[src/rtl/id_ex_stage_if.sv]
// ---------------------------------------------------------------------------
// id_ex_stage_if : signal bundle between ID, the ID/EX register, the later
// pipeline stages (forwarding sources) and the ALU.
//   flush_i / stall_i       : pipeline control into ID/EX
//   id_*                    : decoded operands/control from ID
//   exmem_* / memwb_*       : write-back claims of the downstream stages
//   alu_* / store_data_o    : operands for the ALU and the store path
//   ex_*                    : registered destination and control bits
//   load_use_stall_o        : freeze PC and IF/ID this cycle
//   ill_op_o                : sticky illegal-op flag
// master = environment (ID/EX/MEM/WB/ALU side), slave = id_ex_stage.
// ---------------------------------------------------------------------------
interface id_ex_stage_if #(
  parameter int DW = 32,
  parameter int RW = 5
);
  logic          flush_i;
  logic          stall_i;
  logic [DW-1:0] id_rs_data_i;
  logic [DW-1:0] id_rt_data_i;
  logic [DW-1:0] id_imm_i;
  logic [RW-1:0] id_rs_i;
  logic [RW-1:0] id_rt_i;
  logic [RW-1:0] id_rd_i;
  logic [3:0]    id_alu_op_i;
  logic          id_alu_src_i;
  logic          id_reg_write_i;
  logic          id_mem_read_i;
  logic          id_mem_write_i;
  logic          id_mem_to_reg_i;
  logic          exmem_reg_write_i;
  logic [RW-1:0] exmem_rd_i;
  logic [DW-1:0] exmem_result_i;
  logic          memwb_reg_write_i;
  logic [RW-1:0] memwb_rd_i;
  logic [DW-1:0] memwb_data_i;
  logic [DW-1:0] alu_a_o;
  logic [DW-1:0] alu_b_o;
  logic [3:0]    alu_op_o;
  logic [DW-1:0] store_data_o;
  logic [RW-1:0] ex_rd_o;
  logic          ex_reg_write_o;
  logic          ex_mem_read_o;
  logic          ex_mem_write_o;
  logic          ex_mem_to_reg_o;
  logic          load_use_stall_o;
  logic          ill_op_o;

  modport master (
    output flush_i, stall_i,
           id_rs_data_i, id_rt_data_i, id_imm_i, id_rs_i, id_rt_i, id_rd_i,
           id_alu_op_i, id_alu_src_i, id_reg_write_i, id_mem_read_i,
           id_mem_write_i, id_mem_to_reg_i,
           exmem_reg_write_i, exmem_rd_i, exmem_result_i,
           memwb_reg_write_i, memwb_rd_i, memwb_data_i,
    input  alu_a_o, alu_b_o, alu_op_o, store_data_o, ex_rd_o,
           ex_reg_write_o, ex_mem_read_o, ex_mem_write_o, ex_mem_to_reg_o,
           load_use_stall_o, ill_op_o
  );

  modport slave (
    input  flush_i, stall_i,
           id_rs_data_i, id_rt_data_i, id_imm_i, id_rs_i, id_rt_i, id_rd_i,
           id_alu_op_i, id_alu_src_i, id_reg_write_i, id_mem_read_i,
           id_mem_write_i, id_mem_to_reg_i,
           exmem_reg_write_i, exmem_rd_i, exmem_result_i,
           memwb_reg_write_i, memwb_rd_i, memwb_data_i,
    output alu_a_o, alu_b_o, alu_op_o, store_data_o, ex_rd_o,
           ex_reg_write_o, ex_mem_read_o, ex_mem_write_o, ex_mem_to_reg_o,
           load_use_stall_o, ill_op_o
  );
endinterface

[src/rtl/id_ex_stage.sv]
// ---------------------------------------------------------------------------
// id_ex_stage : ID/EX pipeline register with EX-stage operand forwarding,
// load-use hazard detection and ALU op screening.
//   clk, rst_n : rising-edge clock, asynchronous active-low reset
//   bus        : id_ex_stage_if.slave (ID inputs, EX/MEM + MEM/WB forwarding
//                sources, ALU operands, registered control, hazard/ill flags)
// Register update priority: flush > stall > load-use bubble > load.
// An illegal op on load becomes a bubble and sets the sticky ill_op_o.
// ---------------------------------------------------------------------------

// Per-operand forwarding mux: newest producer (EX/MEM) wins over MEM/WB,
// register 0 is never forwarded.
module id_ex_fwd #(
  parameter int DW = 32,
  parameter int RW = 5
) (
  input  logic [RW-1:0] src_i,
  input  logic [DW-1:0] reg_i,
  input  logic          exmem_we_i,
  input  logic [RW-1:0] exmem_rd_i,
  input  logic [DW-1:0] exmem_res_i,
  input  logic          memwb_we_i,
  input  logic [RW-1:0] memwb_rd_i,
  input  logic [DW-1:0] memwb_data_i,
  output logic [DW-1:0] val_o
);
  always_comb begin
    val_o = reg_i;
    if (memwb_we_i && (memwb_rd_i != '0) && (memwb_rd_i == src_i)) val_o = memwb_data_i;
    if (exmem_we_i && (exmem_rd_i != '0) && (exmem_rd_i == src_i)) val_o = exmem_res_i;
  end
endmodule

module id_ex_stage #(
  parameter int DW = 32,
  parameter int RW = 5
) (
  input  logic         clk,
  input  logic         rst_n,
  id_ex_stage_if.slave bus
);
  localparam int NUM_OPS = 2; // 0 = rs, 1 = rt

  typedef struct packed {
    logic [DW-1:0] rs_data;
    logic [DW-1:0] rt_data;
    logic [DW-1:0] imm;
    logic [RW-1:0] rs;
    logic [RW-1:0] rt;
    logic [RW-1:0] rd;
    logic [3:0]    op;
    logic          alu_src;
    logic          reg_write;
    logic          mem_read;
    logic          mem_write;
    logic          mem_to_reg;
  } ex_t;

  ex_t  ex_q, ex_d, id_pkt;
  logic ill_q, ill_d;
  logic op_legal, load_use;

  logic [NUM_OPS-1:0][RW-1:0] fwd_src;
  logic [NUM_OPS-1:0][DW-1:0] fwd_reg;
  logic [NUM_OPS-1:0][DW-1:0] fwd_val;

  assign id_pkt = '{
    rs_data:    bus.id_rs_data_i,
    rt_data:    bus.id_rt_data_i,
    imm:        bus.id_imm_i,
    rs:         bus.id_rs_i,
    rt:         bus.id_rt_i,
    rd:         bus.id_rd_i,
    op:         bus.id_alu_op_i,
    alu_src:    bus.id_alu_src_i,
    reg_write:  bus.id_reg_write_i,
    mem_read:   bus.id_mem_read_i,
    mem_write:  bus.id_mem_write_i,
    mem_to_reg: bus.id_mem_to_reg_i
  };

  always_comb begin
    op_legal = 1'b0;
    case (bus.id_alu_op_i)
      4'b0000, 4'b0100, 4'b0001, 4'b0101, 4'b0010, 4'b0110: op_legal = 1'b1;
      default: op_legal = 1'b0;
    endcase
  end

  // Load in EX whose destination is read by the instruction now in ID.
  assign load_use = ex_q.mem_read && (ex_q.rd != '0) &&
                    ((ex_q.rd == bus.id_rs_i) || (ex_q.rd == bus.id_rt_i));

  always_comb begin
    ex_d  = ex_q;
    ill_d = ill_q;
    if (bus.flush_i) begin
      ex_d = '0;
    end else if (bus.stall_i) begin
      ex_d = ex_q;
    end else if (load_use) begin
      ex_d = '0;
    end else if (!op_legal) begin
      ex_d  = '0;
      ill_d = 1'b1;
    end else begin
      ex_d = id_pkt;
    end
  end

  always_ff @(posedge clk or negedge rst_n) begin
    if (!rst_n) begin
      ex_q  <= '0;
      ill_q <= 1'b0;
    end else begin
      ex_q  <= ex_d;
      ill_q <= ill_d;
    end
  end

  assign fwd_src[0] = ex_q.rs;
  assign fwd_reg[0] = ex_q.rs_data;
  assign fwd_src[1] = ex_q.rt;
  assign fwd_reg[1] = ex_q.rt_data;

  // Forwarding is re-evaluated every cycle, so held contents track the
  // downstream stages while stalled.
  for (genvar g = 0; g < NUM_OPS; g++) begin : g_fwd
    id_ex_fwd #(.DW(DW), .RW(RW)) u_fwd (
      .src_i        (fwd_src[g]),
      .reg_i        (fwd_reg[g]),
      .exmem_we_i   (bus.exmem_reg_write_i),
      .exmem_rd_i   (bus.exmem_rd_i),
      .exmem_res_i  (bus.exmem_result_i),
      .memwb_we_i   (bus.memwb_reg_write_i),
      .memwb_rd_i   (bus.memwb_rd_i),
      .memwb_data_i (bus.memwb_data_i),
      .val_o        (fwd_val[g])
    );
  end

  assign bus.alu_a_o          = fwd_val[0];
  // Store data always takes the forwarded rt, even when B is the immediate.
  assign bus.alu_b_o          = ex_q.alu_src ? ex_q.imm : fwd_val[1];
  assign bus.store_data_o     = fwd_val[1];
  assign bus.alu_op_o         = ex_q.op;
  assign bus.ex_rd_o          = ex_q.rd;
  assign bus.ex_reg_write_o   = ex_q.reg_write;
  assign bus.ex_mem_read_o    = ex_q.mem_read;
  assign bus.ex_mem_write_o   = ex_q.mem_write;
  assign bus.ex_mem_to_reg_o  = ex_q.mem_to_reg;
  assign bus.load_use_stall_o = load_use;
  assign bus.ill_op_o         = ill_q;
endmodule

[src/flat_wrapper.sv]
// flat-port wrapper written by rule: the top's interface ports become plain ports
module id_ex_stage_flat 
#(
  parameter int DW = 32,
  parameter int RW = 5
)
  (clk, rst_n, bus_flush_i, bus_stall_i, bus_id_rs_data_i, bus_id_rt_data_i, bus_id_imm_i, bus_id_rs_i, bus_id_rt_i, bus_id_rd_i, bus_id_alu_op_i, bus_id_alu_src_i, bus_id_reg_write_i, bus_id_mem_read_i, bus_id_mem_write_i, bus_id_mem_to_reg_i, bus_exmem_reg_write_i, bus_exmem_rd_i, bus_exmem_result_i, bus_memwb_reg_write_i, bus_memwb_rd_i, bus_memwb_data_i, bus_alu_a_o, bus_alu_b_o, bus_alu_op_o, bus_store_data_o, bus_ex_rd_o, bus_ex_reg_write_o, bus_ex_mem_read_o, bus_ex_mem_write_o, bus_ex_mem_to_reg_o, bus_load_use_stall_o, bus_ill_op_o);
  id_ex_stage_if #(.DW(DW), .RW(RW)) bus_i ();
  input  logic clk;
  input  logic rst_n;
  input wire logic [$bits(bus_i.flush_i)-1:0] bus_flush_i;
  input wire logic [$bits(bus_i.stall_i)-1:0] bus_stall_i;
  input wire logic [$bits(bus_i.id_rs_data_i)-1:0] bus_id_rs_data_i;
  input wire logic [$bits(bus_i.id_rt_data_i)-1:0] bus_id_rt_data_i;
  input wire logic [$bits(bus_i.id_imm_i)-1:0] bus_id_imm_i;
  input wire logic [$bits(bus_i.id_rs_i)-1:0] bus_id_rs_i;
  input wire logic [$bits(bus_i.id_rt_i)-1:0] bus_id_rt_i;
  input wire logic [$bits(bus_i.id_rd_i)-1:0] bus_id_rd_i;
  input wire logic [$bits(bus_i.id_alu_op_i)-1:0] bus_id_alu_op_i;
  input wire logic [$bits(bus_i.id_alu_src_i)-1:0] bus_id_alu_src_i;
  input wire logic [$bits(bus_i.id_reg_write_i)-1:0] bus_id_reg_write_i;
  input wire logic [$bits(bus_i.id_mem_read_i)-1:0] bus_id_mem_read_i;
  input wire logic [$bits(bus_i.id_mem_write_i)-1:0] bus_id_mem_write_i;
  input wire logic [$bits(bus_i.id_mem_to_reg_i)-1:0] bus_id_mem_to_reg_i;
  input wire logic [$bits(bus_i.exmem_reg_write_i)-1:0] bus_exmem_reg_write_i;
  input wire logic [$bits(bus_i.exmem_rd_i)-1:0] bus_exmem_rd_i;
  input wire logic [$bits(bus_i.exmem_result_i)-1:0] bus_exmem_result_i;
  input wire logic [$bits(bus_i.memwb_reg_write_i)-1:0] bus_memwb_reg_write_i;
  input wire logic [$bits(bus_i.memwb_rd_i)-1:0] bus_memwb_rd_i;
  input wire logic [$bits(bus_i.memwb_data_i)-1:0] bus_memwb_data_i;
  output wire logic [$bits(bus_i.alu_a_o)-1:0] bus_alu_a_o;
  output wire logic [$bits(bus_i.alu_b_o)-1:0] bus_alu_b_o;
  output wire logic [$bits(bus_i.alu_op_o)-1:0] bus_alu_op_o;
  output wire logic [$bits(bus_i.store_data_o)-1:0] bus_store_data_o;
  output wire logic [$bits(bus_i.ex_rd_o)-1:0] bus_ex_rd_o;
  output wire logic [$bits(bus_i.ex_reg_write_o)-1:0] bus_ex_reg_write_o;
  output wire logic [$bits(bus_i.ex_mem_read_o)-1:0] bus_ex_mem_read_o;
  output wire logic [$bits(bus_i.ex_mem_write_o)-1:0] bus_ex_mem_write_o;
  output wire logic [$bits(bus_i.ex_mem_to_reg_o)-1:0] bus_ex_mem_to_reg_o;
  output wire logic [$bits(bus_i.load_use_stall_o)-1:0] bus_load_use_stall_o;
  output wire logic [$bits(bus_i.ill_op_o)-1:0] bus_ill_op_o;
  assign bus_i.flush_i = bus_flush_i;
  assign bus_i.stall_i = bus_stall_i;
  assign bus_i.id_rs_data_i = bus_id_rs_data_i;
  assign bus_i.id_rt_data_i = bus_id_rt_data_i;
  assign bus_i.id_imm_i = bus_id_imm_i;
  assign bus_i.id_rs_i = bus_id_rs_i;
  assign bus_i.id_rt_i = bus_id_rt_i;
  assign bus_i.id_rd_i = bus_id_rd_i;
  assign bus_i.id_alu_op_i = bus_id_alu_op_i;
  assign bus_i.id_alu_src_i = bus_id_alu_src_i;
  assign bus_i.id_reg_write_i = bus_id_reg_write_i;
  assign bus_i.id_mem_read_i = bus_id_mem_read_i;
  assign bus_i.id_mem_write_i = bus_id_mem_write_i;
  assign bus_i.id_mem_to_reg_i = bus_id_mem_to_reg_i;
  assign bus_i.exmem_reg_write_i = bus_exmem_reg_write_i;
  assign bus_i.exmem_rd_i = bus_exmem_rd_i;
  assign bus_i.exmem_result_i = bus_exmem_result_i;
  assign bus_i.memwb_reg_write_i = bus_memwb_reg_write_i;
  assign bus_i.memwb_rd_i = bus_memwb_rd_i;
  assign bus_i.memwb_data_i = bus_memwb_data_i;
  assign bus_alu_a_o = bus_i.alu_a_o;
  assign bus_alu_b_o = bus_i.alu_b_o;
  assign bus_alu_op_o = bus_i.alu_op_o;
  assign bus_store_data_o = bus_i.store_data_o;
  assign bus_ex_rd_o = bus_i.ex_rd_o;
  assign bus_ex_reg_write_o = bus_i.ex_reg_write_o;
  assign bus_ex_mem_read_o = bus_i.ex_mem_read_o;
  assign bus_ex_mem_write_o = bus_i.ex_mem_write_o;
  assign bus_ex_mem_to_reg_o = bus_i.ex_mem_to_reg_o;
  assign bus_load_use_stall_o = bus_i.load_use_stall_o;
  assign bus_ill_op_o = bus_i.ill_op_o;
  id_ex_stage #(.DW(DW), .RW(RW)) u_core (.clk(clk), .rst_n(rst_n), .bus(bus_i));
endmodule
[config.mk]
export PLATFORM = sky130hd
export DESIGN_NAME = id_ex_stage_flat
export DESIGN_NICKNAME = d
export VERILOG_FILES = /design/src/rtl/id_ex_stage_if.sv /design/src/rtl/id_ex_stage.sv /design/src/flat_wrapper.sv
export SDC_FILE = /design/constraint.sdc
export NUM_CORES = 1
export LEC_CHECK = 0
export CAP_MARGIN = 20
export CORE_MARGIN = 2
export CORE_UTILIZATION = 30
export CTS_BUF_LIST = sky130_fd_sc_hd__clkbuf_16
export DETAILED_ROUTE_END_ITERATION = 10
export PLACE_DENSITY = 0.67
export SETUP_SLACK_MARGIN = 0.4
export SYNTH_ARGS = -nofsm -noshare
export SYNTH_HDL_FRONTEND = slang
export SYNTH_SLANG_ARGS = --single-unit
export TNS_END_PERCENT = 100
[constraint.sdc]
create_clock -name clk -period 9.65 [get_ports clk]
set_input_delay 2.895 -clock clk [delete_from_list [all_inputs] [get_ports clk]]
set_output_delay 2.895 -clock clk [all_outputs]
set_load 0.05 [all_outputs]
# [Word-level counts from Yosys, hierarchy flattened]
# Cells that the tools add are included.
[word_totals] regBits=121 inputBits=200 out_inout_bits=111 word_cells=54
[classes] n_eq_ne=12 n_mux=10 bitwise_logic=4 n_reduce_logical=15
[ops] cell="two-way mux 120 bit" n=4
[ops] cell="two-way mux 32 bit" n=5
[ops] cell="equality test 5 bit" n=6
[ops] cell="nonzero test 5 bit" n=3
[ops] cell="equality test 4 x 3 -> 1 bit (second input constant)" n=3
[ops] cell="logical AND 1 bit" n=8
[ops] cell="OR reduction 6 bit" n=1
[ops] cell="equality test 4 x 1 -> 1 bit (second input constant)" n=1
[ops] cell="equality test 4 x 2 -> 1 bit (second input constant)" n=1
[ops] cell="logical NOT 4 bit" n=1
[ops] cell="inverter 1 bit" n=4
[ops] cell="AND reduction 4 bit" n=1
[ops] cell="!= test 2 bit (second input constant)" n=1
[ops] cell="logical OR 1 bit" n=1
[ops] cell="two-way mux 1 bit" n=1

# [Longest topological paths before layout]
# Gate-level depths: netlist (run 1).
[depth] depth_word=7 mapped_depth=7 ltp_nobuf=5

# [Modules after synthesis]
# A second synthesis (run 1) with hierarchy kept.
[unflattened] cells_unflattened=1129 area_unflattened_um2=9187.6
[modules_own_cells] module="id_ex_stage" instances=1 cells_per_inst=759 area_per_inst_um2=6880.3 seq_area_each_um2=3027.9
[modules_own_cells] module="id_ex_fwd" instances=2 cells_per_inst=185 area_per_inst_um2=1153.6 seq_area_each_um2=0.0

# [Least setup slack after synthesis (run 1)]
# OpenSTA, ideal clock, no wires.
[synth_timing] path_kind="in2out" startpoint="in bus_exmem_rd_i[1]" endpoint="out bus_alu_b_o[10]" t_arrival_ps=5323 required_ps=6755 setup_slack_ps=1432 stages=7 n_path_buf=2 path_cell_list="or4_1 o211ai_1 or2_2 clkbuf_1 buf_2 nor2_1 o31ai_1"
[synth_via] elab_chain_cells=5 elab_cells_between_ends=6 cone_classes="eq/ne (1); mux (2); reduce/logical (3)"
[synth_rtl] element="start: declaration" line="flat_wrapper.sv:26" source="input wire logic [$bits(bus_i.exmem_rd_i)-1:0] bus_exmem_rd_i;"
[synth_rtl] element="nonzero test 5 bit" line="id_ex_stage.sv:30" source="if (exmem_we_i && (exmem_rd_i != '0) && (exmem_rd_i == src_i)) val_o = exmem_res_i;"
[synth_rtl] element="logical AND 1 bit" line="id_ex_stage.sv:30"
[synth_rtl] element="logical AND 1 bit (*)" line="id_ex_stage.sv:30"
[synth_rtl] element="two-way mux 32 bit (*)" line="id_ex_stage.sv:30"
[synth_rtl] element="two-way mux 32 bit (*)" line="id_ex_stage.sv:144" source="assign bus.alu_b_o = ex_q.alu_src ? ex_q.imm : fwd_val[1];"
[synth_rtl] element="end: declaration" line="flat_wrapper.sv:32" source="output wire logic [$bits(bus_i.alu_b_o)-1:0] bus_alu_b_o;"
# Mark *: on every way between the ends. The rest lies on a longest branch, timed or not.

# [Worst setup path in the final report (run 1)]
[layout_timing] startpoint="in bus_memwb_rd_i[1]" endpoint="out bus_alu_a_o[25]"
[layout_via] elab_chain_cells=5 elab_cells_between_ends=6 cone_classes="eq/ne (1); mux (2); reduce/logical (3)"
[layout_rtl] element="start: declaration" line="flat_wrapper.sv:29" source="input wire logic [$bits(bus_i.memwb_rd_i)-1:0] bus_memwb_rd_i;"
[layout_rtl] element="nonzero test 5 bit" line="id_ex_stage.sv:29" source="if (memwb_we_i && (memwb_rd_i != '0) && (memwb_rd_i == src_i)) val_o = memwb_data_i;"
[layout_rtl] element="logical AND 1 bit" line="id_ex_stage.sv:29"
[layout_rtl] element="logical AND 1 bit (*)" line="id_ex_stage.sv:29"
[layout_rtl] element="two-way mux 32 bit (*)" line="id_ex_stage.sv:29"
[layout_rtl] element="two-way mux 32 bit (*)" line="id_ex_stage.sv:30"
[layout_rtl] element="end: declaration" line="flat_wrapper.sv:31" source="output wire logic [$bits(bus_i.alu_a_o)-1:0] bus_alu_a_o;"
# Marked as above.

==> results of run 1 <==
==> critical path, stage by stage <==
cell             delay, ns
clkdlybuf4s50_1       0.59
nor4_1                0.09
a21boi_1              0.22
and4_2                0.53
buf_4                 0.42
mux2i_1               0.13
a21oi_1               0.18
clkdlybuf4s50_1       0.83
==> cell usage in the layout, fill, tap and decap left out, types with 20 or more instances in the layout <==
cell	Yosys	final
buf_4	9	84
o31ai_1	32	32
mux2i_1	32	32
clkdlybuf4s50_1	0	245
dfrtp_1	121	120
a21oi_1	32	32
a22o_1	119	119
xnor2_1	20	20
nand2_1	35	35
a221oi_1	32	32
and3_1	32	32
nor2_1	99	97
==> state kept, by name (all words and copies together), names as in the netlist <==
name and count:
u_core.ex_q 107, u_core.bus.ex_rd_o 5, u_core.bus.alu_op_o 4, u_core.bus.ex_mem_read_o 1
u_core.bus.ex_mem_to_reg_o 1, u_core.bus.ex_mem_write_o 1, u_core.bus.ex_reg_write_o 1, u_core.bus.ill_op_o 1
==> final timing paths <==
kind / startpoint / endpoint / slack, ns / cells after the start
min in group asynchronous: rst_n / u_core.ex_q[38] / 2.53 / 1
setup / recovery: bus_memwb_rd_i[1] / bus_alu_a_o[25] / 0.85 / 8
hold reg to reg: u_core.bus.alu_op_o[3] / u_core.bus.alu_op_o[3] / 0.50 / 1
hold / removal: u_core.bus.alu_op_o[3] / u_core.bus.alu_op_o[3] / 0.50 / 1
setup reg to reg: u_core.bus.ex_rd_o[1] / u_core.ex_q[34] / 6.93 / 5
max in group asynchronous: rst_n / u_core.ex_q[18] / 5.76 / 2
==> final cells by class <==
type,instances,share of cell area
inverter,3,0.00110
tap,280,0.0342
clock inverter,13,0.0114
clock buffer,17,0.0415
sequential,121,0.296
timing repair buffer,329,0.301
multi-input combinational,467,0.315
==> per-layer routing <==
layer,GRT usage,part of all wire
met5,0,0
met4,0.0592,0.016
met3,0.0572,0.079
met2,0.352,0.49
met1,0.256,0.42
==> where the power goes <==
group	switching, W	leakage, nW	internal [W]
Combinational	0.000181	2.58	0.000142
Sequential	0.0000134	1.65	0.000524
Clock	0.000223	0.265	0.000370
Total	0.000417	4.50	0.00104
==> cell usage after synthesis, types with 2 or more instances <==
master / instances / area share
dfrtp_1: 121 / 0.45
a22o_1: 119 / 0.15
nor2_1: 99 / 0.055
clkbuf_1: 37 / 0.021
nand2_1: 35 / 0.019
a21oi_1: 32 / 0.024
a221oi_1: 32 / 0.042
and3_1: 32 / 0.030
mux2i_1: 32 / 0.047
o31ai_1: 32 / 0.036
xnor2_1: 20 / 0.026
buf_12: 11 / 0.033
buf_4: 9 / 0.010
xor2_1: 8 / 0.010
buf_1: 7 / 0.0039
buf_2: 7 / 0.0052
inv_1: 3 / 0.0017
nand3_1: 3 / 0.0022
or4_1: 3 / 0.0033
and2_1: 2 / 0.0019
buf_6: 2 / 0.0033
nand4_1: 2 / 0.0019
==> metrics by stage <==
step / power, W / cell area, um2 / util / setup WS (ns) / hold slack (ns)
after floorplan: 0.000710 / 6740 / - / 1.43 / 0.455
after global placement: 0.000868 / 9700 / 0.442 / 0.959 / 0.472
after detailed placement: 0.000870 / 9700 / 0.442 / 0.891 / 0.478
after CTS: 0.00147 / 10200 / 0.466 / 0.881 / 0.495
after global routing: 0.00151 / 10200 / 0.466 / 0.723 / 0.508
final: 0.00145 / 10200 / 0.466 / 0.852 / 0.499
==> logic make-up after synthesis <==
kind of cell	share of synthesized area
xor gates and xnor gates	0.0364
buffers and inverters	0.0774
DFF	0.449
AOI/OAI and AO/OA	0.270
muxes	0.0475
and+or+nand+nor	0.119
==> impl_metrics.tcl, run 1 <==
set metrics [dict create \
    syn_inst 664 \
    port_buffers 310 \
    h-tree-depth 4 \
    n_antenna_cell 0 \
    ant_nets 0 \
    drv_cap 0 \
    clkTransAtPathRegs_ns 0.05 \
    io_pins 311 \
    wl_per_cell_um 20.1 \
    rsz0062_at_grt "false" \
    path_class "in -> out" \
    drtIter0Drc 395 \
    fin_crit_sh 0.912 \
    dpl.cell_count 1200 \
    synth_warnings 0 \
    crit_path_start_kind "primary input" \
    antenna_found_initial 0 \
    hold_path_class "reg -> reg" \
    ir_worst_vdd_mv 0.0932 \
    period_minus_slack_ns 8.80 \
    grt_max_degree 83 \
    core_area_um2 22000 \
    cp_data_required_time_ns 6.76 \
    via_per_inst 5.27 \
    dpl.hpwl_mm 17.9 \
    skew_ns 0.0120 \
    synth_fp_nets 864 \
    slew_violations 0 \
    area_growth_pct 51.9 \
    cts_tree "yes" \
    status "finished, final reports clean" \
    instances_no_fill 1230 \
    synth_area_per_cell_um2 10.2 \
    multiInputGateArea_um2 3230 \
    cts_buffers 17 \
    grtUsageTotal 0.206 \
    setup_viol 0 \
    cts_hold_buf 0 \
    arrival_ns 5.90 \
    max_freq_ghz 0.114 \
    worstSkewPairLatency_ns 0.40 \
    synth_edf_count 0 \
    die-area_um2 23700 \
    num_vias 6483 \
    worst_setup_path_end_kind "primary output" \
    synthFlopType "dfrtp_1" \
    powerDensity_nw_per_um2 142 \
    regArea_um2 3030 \
    syn_area_um2 6740 \
    drt-total-wl_mm 24.7 \
    gp_congestion 0.863 \
    nFillCells 2094 \
    hold_violations 0 \
    ys_async_sr_fraction 1.00 \
    ys_types 38 \
    num_rows 54 \
    cts_root_buf "clkbuf_16" \
    slew_headroom 0.382 \
    worst_slew_pin_slew_ns 0.925 \
    postCtsResizedCells 0 \
    final_nets 1139 \
    seq_area_frac_synth 0.449 \
    final_layout_size_suffix_gt1_frac 0.125 \
    grt_pass1_wl_mm 38.4 \
    start_util 0.307 \
    crit_fanout 18 \
    power_leakage_nw 4.50 \
    grt_pass1_vias 6804 \
    tns_ns 0 \
    ys_seq_elements 121 \
    die_y_um 154 \
    cts.sink_count 121 \
    drc 0 \
    cts_buffer_depth 2 \
    cts_setup_buffers 0 \
    fp.dieW_um 154 \
    first_pass_iters 5 \
    overflow 0 \
]
Note: power is estimated with default switching activity, not from simulation.
==> run 2: changes to the inputs <==
--- a/config.mk
+++ b/config.mk
@@ -10,7 +10,7 @@
 export CORE_UTILIZATION = 30
 export CTS_BUF_LIST = sky130_fd_sc_hd__clkbuf_16
 export DETAILED_ROUTE_END_ITERATION = 10
-export PLACE_DENSITY = 0.67
+export PLACE_DENSITY = 0.6
 export SETUP_SLACK_MARGIN = 0.4
 export SYNTH_ARGS = -nofsm -noshare
 export SYNTH_HDL_FRONTEND = slang
==> run 2 against run 1 <==
Compared with the run above: sequential cell count stayed put; clock power up 3%; cell area decreased by 0.15%; first-iteration DRC count up 0.25%; global-route usage up 0.58 points; utilization is 0.068 points lower; power increased by 1.0%; wire length grew 0.93%; worst hold slack got worse by 0.026 ns; critical path type unchanged.
==> impl_metrics.tcl, run 2 (synthesized netlist as in run 1, its figures left out) <==
set metrics [dict create \
    area_growth_pct 51.6 \
    h-tree-depth 4 \
    die_y_um 154 \
    setup_viol 0 \
    first_pass_iters 5 \
    slew_violations 0 \
    path_buf_inv 3 \
    status "finished, final reports clean" \
    worst_path_most_repeated_cell "clkdlybuf4s50_1" \
    switching_share 0.292 \
    path_class "in -> out" \
    multiInputGateArea_um2 3230 \
    dpl.hpwl_mm 17.5 \
    powerDensity_nw_per_um2 144 \
    fp.dieW_um 154 \
    drtIter0Drc 396 \
    power_leakage_nw 4.48 \
    cp_data_required_time_ns 6.76 \
    drc 0 \
    io_pins 311 \
    cp_top_family "buffers and inverters" \
    port_buffers 310 \
    slowest_stage "or4_2" \
    num_vias 6459 \
    grt_pass1_vias 6773 \
    final_cell_mix "clkdlybuf4s50_1, dfrtp_1, a22o_1" \
    start_util 0.307 \
    via_per_inst 5.27 \
    n_antenna_cell 0 \
    worstSkewPairLatency_ns 0.41 \
    skew_ns 0.00595 \
    slew_headroom 0.406 \
    cts_tree "yes" \
    antenna_found_initial 0 \
    grtUsageTotal 0.212 \
    combinationalPowerShare 0.219 \
    core_area_um2 22000 \
    drv_cap 0 \
    cts_buffers 17 \
    final_nets 1133 \
    crit_path_start_kind "primary input" \
    period_minus_slack_ns 8.89 \
    ff2ff_setup_slack_ns 7.12 \
    grt_pass1_wl_mm 39.0 \
    final_common_cell "clkdlybuf4s50_1" \
    hold_violations 0 \
    postCtsResizedCells 0 \
    crit_fanout 36 \
    arrival_ns 6.00 \
    ant_nets 0 \
    largest_reg_flops 107 \
    final_layout_size_suffix_gt1_frac 0.124 \
    wl_per_cell_um 20.4 \
    clkTransAtPathRegs_ns 0.05 \
    regArea_um2 3030 \
    switchingPower_w 0.000430 \
    rsz0062_at_grt "false" \
    p_int_w 0.00104 \
    worst_slew_pin_slew_ns 0.889 \
    overflow 0 \
    seqPwrFrac 0.365 \
    cts_setup_buffers 0 \
    place_ws_ns 0.753 \
    fin_crit_sh 0.921 \
    grt_max_degree 67 \
    ir_worst_vdd_mv 0.0983 \
    die-area_um2 23700 \
    num_rows 54 \
    layout_setup_ws_ns 0.759 \
    largest_register "u_core.ex_q" \
    max_freq_ghz 0.112 \
    cts_hold_buf 0 \
    tns_ns 0 \
    cts.sink_count 121 \
    hold_path_class "reg -> reg" \
    gp_congestion 0.810 \
    cts_root_buf "clkbuf_16" \
    crit_chain "clkdlybuf4s50_1 -> xnor2_1 -> nand3_1 -> or4_2 -> buf_12 -> a21oi_1 -> clkdlybuf4s50_1" \
    drt-total-wl_mm 25.0 \
    cts_buffer_depth 2 \
    worst_path_largest_cell_delay_ns 1.00 \
    worst_setup_path_end_kind "primary output" \
    clock_power_share 0.416 \
    nFillCells 2090 \
]
==> run 2: cell count changes in the layout (fill, tap and decap cells not counted), sizes merged <==
cell      delta
buf          -6
clkinvlp     +2
inv          -2
clkinv       +1
==> run 2: layout make-up <==
class                      instances  area share
sequential                       121       0.296
tap                              280      0.0343
clock inverter                    14      0.0131
timing repair buffer             323       0.298
clock buffer                      17      0.0416
inverter                           3     0.00110
multi-input combinational        467       0.315
==> run 2: worst paths after layout <==
kind / start / end / depth (start not counted)
max: bus_exmem_rd_i[0] / bus_alu_a_o[31] / 7
max in group asynchronous: rst_n / u_core.ex_q[4] / 2
min in group asynchronous: rst_n / u_core.ex_q[47] / 1
min: u_core.bus.ill_op_o / u_core.bus.ill_op_o / 1
min reg2reg: u_core.bus.ill_op_o / u_core.bus.ill_op_o / 1
max reg2reg: u_core.bus.ex_rd_o[1] / u_core.ex_q[45] / 5
==> run 2: through the flow <==
stage          area, um2  cells  total power, W  hold slack [ns]  utilization
3_5_place_dp        9670   1194        0.000869            0.464        0.440
5_1_grt            10200   1225         0.00153            0.510        0.466
6_report           10200   1225         0.00147            0.473        0.466
2_1_floorplan       6740    664        0.000710            0.455            -
4_1_cts            10200   1225         0.00149            0.486        0.466
3_3_place_gp        9670   1194        0.000868            0.469        0.440
==> run 2: worst reg2reg max path: stages (launching register included) <==
cell and delay (ns):
dfrtp_1 0.44, or4_1 0.53, o21a_1 0.23, a2111oi_4 0.38
buf_4 0.60, a22o_1 0.30
==> run 2: metal layers <==
layer / vias to the layer above / track usage / routed length (um)
li1: 3020 / - / -
met1: 3122 / 0.268 / 10600
met2: 282 / 0.351 / 12000
met3: 35 / 0.0606 / 1800
met4: 0 / 0.0690 / 572
met5: - / 0 / 0
==> run 2: power by group through the flow <==
stage / registers (W) / logic, W / clock network [W]
after floorplan: 0.000543 / 0.000167 / 0
after global placement: 0.000546 / 0.000322 / 0
after detailed placement: 0.000546 / 0.000324 / 0
after CTS: 0.000537 / 0.000325 / 0.000628
after global routing: 0.000539 / 0.000341 / 0.000651
final: 0.000537 / 0.000322 / 0.000611
==> run 3: changes to the inputs <==
--- a/config.mk
+++ b/config.mk
@@ -8,7 +8,7 @@
 export CAP_MARGIN = 20
 export CORE_MARGIN = 2
 export CORE_UTILIZATION = 30
-export CTS_BUF_LIST = sky130_fd_sc_hd__clkbuf_16
+export CTS_BUF_LIST = sky130_fd_sc_hd__clkbuf_4 sky130_fd_sc_hd__clkbuf_8 sky130_fd_sc_hd__clkbuf_16
 export DETAILED_ROUTE_END_ITERATION = 10
 export PLACE_DENSITY = 0.6
 export SETUP_SLACK_MARGIN = 0.4
==> run 3 against run 2 <==
Compared with the run above: critical path depth is the same; sequential share of layout area shrank 0.058 points; cell area grew 0.20%; sequential cell count is the same; clock skew grew 0.0010 ns; worst hold slack is essentially flat; utilization grew 0.091 points; global-route usage is essentially flat.
==> impl_metrics.tcl, run 3 (synthesized netlist as in run 1, its figures left out) <==
set metrics [dict create \
    worst_slew_pin_slew_ns 0.892 \
    drt-total-wl_mm 25.0 \
    skew_ns 0.00695 \
    fin_crit_sh 0.921 \
    drtIter0Drc 413 \
    largest_register "u_core.ex_q" \
    arrival_ns 5.99 \
    drv_cap 0 \
    worstSkewPairLatency_ns 0.41 \
    final_cell_mix "clkdlybuf4s50_1, dfrtp_1, a22o_1" \
    slowest_stage "or4_2" \
    period_minus_slack_ns 8.89 \
    cts_root_buf "clkbuf_16" \
    crit_fanout 36 \
    n_antenna_cell 0 \
    dpl.hpwl_mm 17.5 \
    first_pass_iters 5 \
    final_nets 1133 \
    via_per_inst 5.27 \
    worst_setup_path_end_kind "primary output" \
    cts_setup_buffers 0 \
    cp_top_family "buffers and inverters" \
    max_freq_ghz 0.113 \
    path_buf_inv 3 \
    io_pins 311 \
    multiInputGateArea_um2 3230 \
    cts_buffers 17 \
    grtUsageTotal 0.212 \
    antenna_found_initial 0 \
    gp_congestion 0.810 \
    rsz0062_at_grt "false" \
    cp_data_required_time_ns 6.76 \
    layout_setup_ws_ns 0.761 \
    final_layout_size_suffix_gt1_frac 0.126 \
    slew_headroom 0.404 \
    num_rows 54 \
    wl_per_cell_um 20.4 \
    nFillCells 2087 \
    crit_chain "clkdlybuf4s50_1 -> xnor2_1 -> nand3_1 -> or4_2 -> buf_12 -> a21oi_1 -> clkdlybuf4s50_1" \
    die_y_um 154 \
    drc 0 \
    cts_hold_buf 0 \
    cts.sink_count 121 \
    postCtsResizedCells 0 \
    dpl.cell_count 1194 \
    cts_tree "yes" \
    worst_path_most_repeated_cell "clkdlybuf4s50_1" \
    port_buffers 310 \
    hold_violations 0 \
    grt_pass1_vias 6771 \
    instances_no_fill 1225 \
    core_area_um2 22000 \
    die-area_um2 23700 \
    powerDensity_nw_per_um2 145 \
    ir_worst_vdd_mv 0.0987 \
    setup_viol 0 \
    start_util 0.307 \
    slew_violations 0 \
    cts_buffer_depth 2 \
    ant_nets 0 \
    clkTransAtPathRegs_ns 0.05 \
    fp.dieW_um 154 \
    area_growth_pct 51.9 \
    hold_path_class "reg -> reg" \
    worst_path_largest_cell_delay_ns 1.00 \
    regArea_um2 3030 \
    h-tree-depth 4 \
    crit_path_start_kind "primary input" \
    place_ws_ns 0.753 \
    path_class "in -> out" \
    overflow 0 \
    final_common_cell "clkdlybuf4s50_1" \
    grt_pass1_wl_mm 39.0 \
    num_vias 6455 \
    tns_ns 0 \
    status "finished, final reports clean" \
    largest_reg_flops 107 \
    power_leakage_nw 4.49 \
    grt_max_degree 67 \
    p_total_w 0.00149 \
]
-- run 3: changes by cell type in the layout (fill, tap and decap cells not counted) --
| cell | change |
|---|---|
| clkinv_1 | -2 |
| clkbuf_8 | +2 |
-- run 3: power by group --
part / total, W / internal (W) / switching, W
sequential: 0.000537 / 0.000524 / 0.0000132
clock: 0.000628 / 0.000390 / 0.000238
combinational: 0.000322 / 0.000142 / 0.000180
-- run 3: area by class of cell --
| cell class | count | share of cell area |
|---|---|---|
| clock buffer | 19 | 0.0442 |
| clock inverter | 12 | 0.0123 |
| inverter | 3 | 0.00110 |
| multi-input combinational | 467 | 0.315 |
| sequential | 121 | 0.296 |
| tap | 280 | 0.0342 |
| timing repair buffer | 323 | 0.298 |
-- run 3: layer usage --
| layer | up-vias | wire length, um | global-route usage |
|---|---|---|---|
| met1 | 3137 | 10700 | 0.268 |
| met3 | 33 | 1740 | 0.0606 |
| met5 | - | 0 | 0 |
| li1 | 3020 | - | - |
| met2 | 265 | 12000 | 0.351 |
| met4 | 0 | 555 | 0.0690 |
-- run 3: path summary, 6_finish.rpt --
path | start | endpoint | slack [ns] | cells after the start
min reg2reg | u_core.bus.ill_op_o | u_core.bus.ill_op_o | 0.47 | 1
min in group asynchronous | rst_n | u_core.ex_q[47] | 2.59 | 1
max reg2reg | u_core.bus.ex_rd_o[1] | u_core.ex_q[45] | 7.11 | 5
max in group asynchronous | rst_n | u_core.ex_q[4] | 5.72 | 2
min | u_core.bus.ill_op_o | u_core.bus.ill_op_o | 0.47 | 1
max | bus_exmem_rd_i[0] | bus_alu_a_o[31] | 0.76 | 7
-- run 3: through the flow --
| step | hold slack [ns] | instance area [um2] | utilization |
|---|---|---|---|
| 5_1_grt | 0.510 | 10200 | 0.467 |
| 4_1_cts | 0.486 | 10200 | 0.467 |
| 3_5_place_dp | 0.464 | 9670 | 0.440 |
| 3_3_place_gp | 0.469 | 9670 | 0.440 |
| 6_report | 0.473 | 10200 | 0.467 |
| 2_1_floorplan | 0.455 | 6740 | - |
